==> config.mk <==
export PLATFORM = sky130hd
export DESIGN_NAME = param_cache
export DESIGN_NICKNAME = d
export VERILOG_FILES = /design/src/rtl/cache_pkg.sv /design/src/rtl/cache_array.sv /design/src/rtl/param_cache.sv
export SDC_FILE = /design/constraint.sdc
export NUM_CORES = 1
export LEC_CHECK = 0
export CORE_UTILIZATION = 40
export CTS_BUF_LIST = sky130_fd_sc_hd__clkbuf_8
export DETAILED_ROUTE_END_ITERATION = 12
export PLACE_DENSITY_LB_ADDON = 0.25
export SLEW_MARGIN = 20
export SYNTH_ARGS = -nofsm -noshare
export SYNTH_HDL_FRONTEND = slang
export SYNTH_SLANG_ARGS = --single-unit
==> constraint.sdc <==
create_clock -name clk -period 6.77 [get_ports clk]
set_input_delay 1.354 -clock clk [delete_from_list [all_inputs] [get_ports clk]]
set_output_delay 1.354 -clock clk [all_outputs]
set_load 0.02 [all_outputs]
==> src/rtl/cache_pkg.sv <==
// Shared encodings and geometry helpers for the direct-mapped parameterised cache.
package cache_pkg;

  localparam logic [1:0] ST_IDLE      = 2'd0;
  localparam logic [1:0] ST_LOOKUP    = 2'd1;
  localparam logic [1:0] ST_WRITEBACK = 2'd2;
  localparam logic [1:0] ST_REFILL    = 2'd3;

  localparam logic OP_READ  = 1'b0;
  localparam logic OP_WRITE = 1'b1;

  function automatic int idx_w(input int lines);
    return $clog2(lines);
  endfunction

  function automatic int tag_w(input int addr_w, input int lines);
    return addr_w - $clog2(lines);
  endfunction

endpackage

==> src/rtl/cache_array.sv <==
// Line storage: valid/dirty bits (cleared on reset) plus tag and data arrays,
// read asynchronously and written through one port with per-field enables.
module cache_array
  import cache_pkg::*;
#(
  parameter int LINES  = 16,
  parameter int TAG_W  = 12,
  parameter int DATA_W = 32,
  parameter int IDX_W  = idx_w(LINES)
) (
  input  logic              clk_i,
  input  logic              rst_i,
  input  logic [IDX_W-1:0]  rd_idx_i,
  output logic              rd_valid_o,
  output logic              rd_dirty_o,
  output logic [TAG_W-1:0]  rd_tag_o,
  output logic [DATA_W-1:0] rd_data_o,
  input  logic [IDX_W-1:0]  wr_idx_i,
  input  logic              we_valid_i,
  input  logic              we_dirty_i,
  input  logic              we_tag_i,
  input  logic              we_data_i,
  input  logic              wr_valid_i,
  input  logic              wr_dirty_i,
  input  logic [TAG_W-1:0]  wr_tag_i,
  input  logic [DATA_W-1:0] wr_data_i
);

  logic [LINES-1:0]  valid_q;
  logic [LINES-1:0]  dirty_q;
  logic [TAG_W-1:0]  tag_q  [LINES];
  logic [DATA_W-1:0] data_q [LINES];

  always_ff @(posedge clk_i) begin
    if (rst_i) begin
      valid_q <= '0;
      dirty_q <= '0;
    end else begin
      if (we_valid_i) valid_q[wr_idx_i] <= wr_valid_i;
      if (we_dirty_i) dirty_q[wr_idx_i] <= wr_dirty_i;
    end
  end

  // Tag and data carry no reset; a cleared valid bit makes their contents irrelevant.
  always_ff @(posedge clk_i) begin
    if (we_tag_i)  tag_q[wr_idx_i]  <= wr_tag_i;
    if (we_data_i) data_q[wr_idx_i] <= wr_data_i;
  end

  assign rd_valid_o = valid_q[rd_idx_i];
  assign rd_dirty_o = dirty_q[rd_idx_i];
  assign rd_tag_o   = tag_q[rd_idx_i];
  assign rd_data_o  = data_q[rd_idx_i];

endmodule

==> src/rtl/param_cache.sv <==
// Direct-mapped write-back, write-allocate cache with one-word lines,
// dirty-line writeback and saturating hit/miss counters.
module param_cache
  import cache_pkg::*;
#(
  parameter int ADDR_W = 16,
  parameter int DATA_W = 32,
  parameter int LINES  = 16,
  parameter int CNT_W  = 16
) (
  input  logic              clk,
  input  logic              rst,
  input  logic              cpu_read,
  input  logic              cpu_write,
  input  logic [ADDR_W-1:0] cpu_addr,
  input  logic [DATA_W-1:0] cpu_wdata,
  output logic [DATA_W-1:0] cpu_rdata,
  output logic              cpu_done,
  output logic              cpu_busy,
  output logic              mem_read,
  output logic              mem_write,
  output logic [ADDR_W-1:0] mem_addr,
  output logic [DATA_W-1:0] mem_wdata,
  input  logic [DATA_W-1:0] mem_rdata,
  input  logic              mem_ack,
  output logic [CNT_W-1:0]  hit_count,
  output logic [CNT_W-1:0]  miss_count,
  output logic [1:0]        dbg_state
);

  localparam int IDX_W = idx_w(LINES);
  localparam int TAG_W = tag_w(ADDR_W, LINES);
  localparam logic [CNT_W-1:0] CNT_ONE = CNT_W'(1);

  logic [1:0]        state_q, state_d;
  logic              op_q, op_d;
  logic [ADDR_W-1:0] addr_q, addr_d;
  logic [DATA_W-1:0] wdata_q, wdata_d;
  logic [DATA_W-1:0] rdata_q, rdata_d;
  logic              done_q, done_d;
  logic [CNT_W-1:0]  hit_q, hit_d;
  logic [CNT_W-1:0]  miss_q, miss_d;

  logic [IDX_W-1:0]  req_idx;
  logic [TAG_W-1:0]  req_tag;
  logic              line_valid, line_dirty, hit;
  logic [TAG_W-1:0]  line_tag;
  logic [DATA_W-1:0] line_data;
  logic              we_valid, we_dirty, we_tag, we_data;
  logic              wr_valid, wr_dirty;
  logic [TAG_W-1:0]  wr_tag;
  logic [DATA_W-1:0] wr_data;

  assign req_idx = addr_q[IDX_W-1:0];
  assign req_tag = addr_q[ADDR_W-1:IDX_W];
  assign hit     = line_valid && (line_tag == req_tag);

  cache_array #(
    .LINES (LINES),
    .TAG_W (TAG_W),
    .DATA_W(DATA_W),
    .IDX_W (IDX_W)
  ) u_array (
    .clk_i     (clk),
    .rst_i     (rst),
    .rd_idx_i  (req_idx),
    .rd_valid_o(line_valid),
    .rd_dirty_o(line_dirty),
    .rd_tag_o  (line_tag),
    .rd_data_o (line_data),
    .wr_idx_i  (req_idx),
    .we_valid_i(we_valid),
    .we_dirty_i(we_dirty),
    .we_tag_i  (we_tag),
    .we_data_i (we_data),
    .wr_valid_i(wr_valid),
    .wr_dirty_i(wr_dirty),
    .wr_tag_i  (wr_tag),
    .wr_data_i (wr_data)
  );

  always_ff @(posedge clk) begin
    if (rst) state_q <= ST_IDLE;
    else     state_q <= state_d;
  end

  // mem_read/mem_write are valid strobes held until mem_ack (ready); a transfer
  // completes on the edge where both are high, and that same edge drops the strobe.
  always_comb begin
    state_d = state_q;
    case (state_q)
      ST_IDLE:      if (cpu_read || cpu_write) state_d = ST_LOOKUP;
      ST_LOOKUP: begin
        if (hit)                           state_d = ST_IDLE;
        else if (line_valid && line_dirty) state_d = ST_WRITEBACK;
        else                               state_d = ST_REFILL;
      end
      ST_WRITEBACK: if (mem_ack) state_d = ST_REFILL;
      ST_REFILL:    if (mem_ack) state_d = ST_IDLE;
      default:      state_d = ST_IDLE;
    endcase
  end

  always_comb begin
    cpu_busy  = (state_q != ST_IDLE);
    mem_read  = 1'b0;
    mem_write = 1'b0;
    mem_addr  = '0;
    mem_wdata = '0;
    we_valid  = 1'b0;
    we_dirty  = 1'b0;
    we_tag    = 1'b0;
    we_data   = 1'b0;
    wr_valid  = 1'b0;
    wr_dirty  = 1'b0;
    wr_tag    = req_tag;
    wr_data   = wdata_q;
    op_d      = op_q;
    addr_d    = addr_q;
    wdata_d   = wdata_q;
    rdata_d   = rdata_q;
    done_d    = 1'b0;
    hit_d     = hit_q;
    miss_d    = miss_q;
    case (state_q)
      ST_IDLE: begin
        if (cpu_read || cpu_write) begin
          op_d    = cpu_write ? OP_WRITE : OP_READ;
          addr_d  = cpu_addr;
          wdata_d = cpu_wdata;
        end
      end
      ST_LOOKUP: begin
        if (hit) begin
          done_d = 1'b1;
          hit_d  = (&hit_q) ? hit_q : hit_q + CNT_ONE;
          if (op_q == OP_WRITE) begin
            we_data  = 1'b1;
            we_dirty = 1'b1;
            wr_dirty = 1'b1;
          end else begin
            rdata_d = line_data;
          end
        end else begin
          miss_d = (&miss_q) ? miss_q : miss_q + CNT_ONE;
        end
      end
      ST_WRITEBACK: begin
        mem_write = 1'b1;
        mem_addr  = {line_tag, req_idx};
        mem_wdata = line_data;
      end
      ST_REFILL: begin
        mem_read = 1'b1;
        mem_addr = addr_q;
        if (mem_ack) begin
          we_valid = 1'b1;
          we_dirty = 1'b1;
          we_tag   = 1'b1;
          we_data  = 1'b1;
          wr_valid = 1'b1;
          wr_dirty = (op_q == OP_WRITE);
          // A write miss merges its own word over the fill data.
          wr_data  = (op_q == OP_WRITE) ? wdata_q : mem_rdata;
          done_d   = 1'b1;
          if (op_q == OP_READ) rdata_d = mem_rdata;
        end
      end
      default: ;
    endcase
  end

  always_ff @(posedge clk) begin
    if (rst) begin
      op_q    <= OP_READ;
      addr_q  <= '0;
      wdata_q <= '0;
      rdata_q <= '0;
      done_q  <= 1'b0;
      hit_q   <= '0;
      miss_q  <= '0;
    end else begin
      op_q    <= op_d;
      addr_q  <= addr_d;
      wdata_q <= wdata_d;
      rdata_q <= rdata_d;
      done_q  <= done_d;
      hit_q   <= hit_d;
      miss_q  <= miss_d;
    end
  end

  assign cpu_rdata  = rdata_q;
  assign cpu_done   = done_q;
  assign hit_count  = hit_q;
  assign miss_count = miss_q;
  assign dbg_state  = state_q;

endmodule

==> results.md <==
* Post-cts repair resize count at 0
* Number of nets with antenna violations after detailed routing at 0
* Met1 track demand over resource at 26.94%
* Gate count of the mapped netlist at ~1.9k
* Chip Width at 294.1 um
* Worst-path maximum fanout at 92
* Mean area per synthesized cell at roughly 18 um2
* Leftover overflow at the end of global routing at 0
* Number of global-route vias before repair at just under 20k
* H-tree depth at 4
* Cell Pwr Density at approximately 290 mW/mm2
* Final worst setup slack at between 1 and 1.5 ns
* Number of library cell types mapped by synthesis at 67
* Final Util at 47.99%
* Combined global-route utilization of all metal layers at a little over 20%
* Crit path kind: reg -> out
* Crit path cell chain: buf_12 > mux4_2 > mux4_2 > and2_1 > clkdlybuf4s50_1
* Clock root buffer: clkbuf_8
* Static power due to leakage at about 0.013 uW
* Maximum VDD drop at between 150 and 200 uV
* Num CTS Buffers at approximately 140
* # DRC at 0
* Initial antenna violation count at 2
* Final Max Tran Viols at 0
* Post-CTS setup buffer count at 0
* Net count of the mapped netlist at roughly 2.0k
* GR Util met3 at under 10%
* CTS clk-pin slew, worst paths at around 0.06 ns
* Pin count of the biggest net entering global routing at 129
* Grt peak-use layer: met2
* Clock skew at roughly 0.045 ns
* Setup repair after global routing missed its margin: no
* M2 GR Usage at between 30% and 40%
* Final weighted congestion in routability-driven placement at between 0.8 and 0.9
* Buffers from clock root to sink, at most at 3
* Insertion delay to the later sink of the worst-skew pair at 0.80 ns
* WHS at between 0.4 and 0.5 ns
* Slew @ Worst Pin at 1.174 ns
* Cell family with the largest share of critical-path delay: buffers and inverters
* Number of sinks handled by clock tree synthesis at roughly 860
* Peak Freq at 174.4 MHz
* Sequential-to-total area share from yosys stat at slightly above 70%
* CP Launch Type: register
* Number of warnings reported in the yosys synthesis log at 0
* Violation count after the first detailed-route iteration at approximately 1.5k
* Most used cell, CP: mux4_2
* Top FF cell, synth: edfxtp_1
* Crit. End Element: primary output
* Area of the placeable core at roughly 0.084 mm2
* Worst Hold Class: reg -> reg
* Detail Placement HPWL at around 49 mm
* Number of buffers added to fix hold violations after cts at 0
* Fraction of the cycle the final worst path needs at around 85%
* Final-stage net count at around 2.3k
* Placed instance area at ~0.038 mm2
* Via/cell ratio at between 5 and 6
* Data required, critical path at ~5.4 ns
* Height of the die at roughly 300 um
* Standard cell with the maximum stage delay on the critical path: dfxtp_4
* Number of hold-slack violations in the final timing report at 0
* Initial core utilization at between 40% and 50%
* Fin area at ~0.04 mm2
* Cell area after synthesis at around 0.034 mm2
* Async set-reset flop share out of synthesis at 0%
* Port Buffer Count at 202
* Final setup fails at 0
* Wire length of the first global-routing pass at around 130 mm
* Filler instances at 7102
* Outcome: finished clean
* Yosys reg bits at 856
* Setup Slack @ Placement at between 1.5 and 2 ns
* Num ports at 203
* Number of enable flip-flop cells after synthesis at roughly 700
* Fin crit period at ~5.7 ns
* Number of rows in the core area at around 110
* Max-cap violations at 0
* Total wirelength of the detailed-routed design at roughly 86 mm
* Arrival time of data at the critical path endpoint at about 4.4 ns
* Area growth from synthesis to final layout at 18.24%
* Total Neg Setup Slack at 0 ns
* Ratio of cells with drive above 1 in the final layout at 22.39%
* Routed WL per cell at roughly 25 um
* DR vias at between 15k and 20k
* Longest individual stage delay on the worst path at just under 0.9 ns
* Headroom to the max-slew limit at between 20% and 30%
* Number of buffer and inverter stages on the critical path at 2
* Pre-Repair DR Iteration Count at 7
* TritonCTS clock tree: done
* DIE AREA at a little under 0.09 mm2
[cell usage in the layout, fill, tap and decap left out, drive strengths merged, types with 44 or more instances in the layout]
cell type	instances
a21oi	76
and2	44
clkbuf	159
clkdlybuf4s50	201
clkinv	50
dfxtp	152
edfxtp	704
inv	59
mux2i	70
mux4	209
nand2	137
nor2	107
o21ai	48
[worst paths after layout]
check | from | endpoint | cells after the start | slack, ns
worst max-delay path | register | mem_wdata[2] | 5 | 1.03
worst max register to register | register | u_array.data_q[9][20] | 9 | 1.85
worst min-delay path | wdata_q[6] | wdata_q[6] | 2 | 0.45
worst min register to register | wdata_q[6] | wdata_q[6] | 2 | 0.45
[sequential cells by signal, indices dropped and copies added (netlist names), named ones only]
name,count
u_array.dirty_q,16
u_array.tag_q,192
cpu_done,1
miss_count,16
op_q,1
wdata_q,32
cpu_rdata,32
u_array.valid_q,16
hit_count,16
dbg_state,1
u_array.data_q,512
addr_q,16
[layout make-up]
cell class / instances / area (um2) / share of cell area (%)
Antenna cell: 2 / 5.005 / 0.01240
Inverter: 8 / 30.03 / 0.07441
Multi-Input combinational cell: 964 / 9605 / 23.80
Tap cell: 1134 / 1419 / 3.516
Clock inverter: 106 / 590.6 / 1.463
Timing Repair Buffer: 238 / 2315 / 5.736
Sequential cell: 856 / 24200 / 59.97
Clock buffer: 159 / 2188 / 5.423
[routing by layer]
layer | part of all wire (%) | vias to the layer above
li1 | - | 8310
met1 | 42 | 9863
met2 | 49 | 618
met3 | 6.6 | 125
met4 | 1.8 | 0
met5 | 0 | -
[synth_stat cells (3+ instances only)]
master,instances,area share (%)
o21ai_0,31,0.45
nand2_1,137,1.5
dfxtp_1,152,8.9
a21oi_1,75,1.1
nor3b_1,11,0.24
buf_1,10,0.11
o21a_1,6,0.13
a21boi_0,3,0.066
a211oi_1,32,0.70
nor2b_1,12,0.22
or2_2,3,0.055
xnor2_1,3,0.077
edfxtp_1,704,62
a22o_1,10,0.26
clkbuf_1,70,0.77
mux2_2,36,1.2
or3_1,22,0.40
mux4_2,209,14
o31ai_1,4,0.088
xor2_1,8,0.21
nand4_1,8,0.15
inv_1,6,0.066
mux2i_1,69,2.0
and3_1,17,0.31
a22oi_1,10,0.22
o311ai_1,3,0.077
o21ai_1,16,0.23
buf_2,29,0.43
and4_1,4,0.10
nand3_1,25,0.37
buf_4,4,0.088
nand2b_1,9,0.16
buf_6,5,0.16
and2_1,44,0.81
nor3_1,10,0.15
o211ai_1,4,0.088
nor2_1,107,1.2
[tightest hold or removal path, delay by kind of cell (launching register included)]
family	cells	cell delay [ns]
compound gates	1	0.05
simple gates	1	0.05
flops	1	0.30
[logic make-up after synthesis]
family                   share of synthesized area (%)
buffers and inverters                            1.690
flip-flops                                       70.86
AO/OA/AOI/OAI                                    3.967
XOR/XNOR                                        0.2823
multiplexers                                     17.14
AND/OR/NAND/NOR                                  5.994
adder cells (fa/ha/maj)                        0.07331
[stage by stage]
| stage | total power (uW) | instances |
|---|---|---|
| floorplan | 6893 | 1947 |
| global placement | 7395 | 3200 |
| detailed placement | 7416 | 3200 |
| CTS | 11810 | 3465 |
| global route | 12130 | 3466 |
| finish | 11700 | 3467 |
[power breakdown]
part           internal, uW  switching [uW]  leakage (uW)  total [uW]
Combinational           559             744       0.00361        1300
Sequential             5850             141       0.00773        5990
Clock                  2300            2100       0.00158        4400
Total                  8710            2990        0.0129       11700
Note: power is estimated with default switching activity, not from simulation.
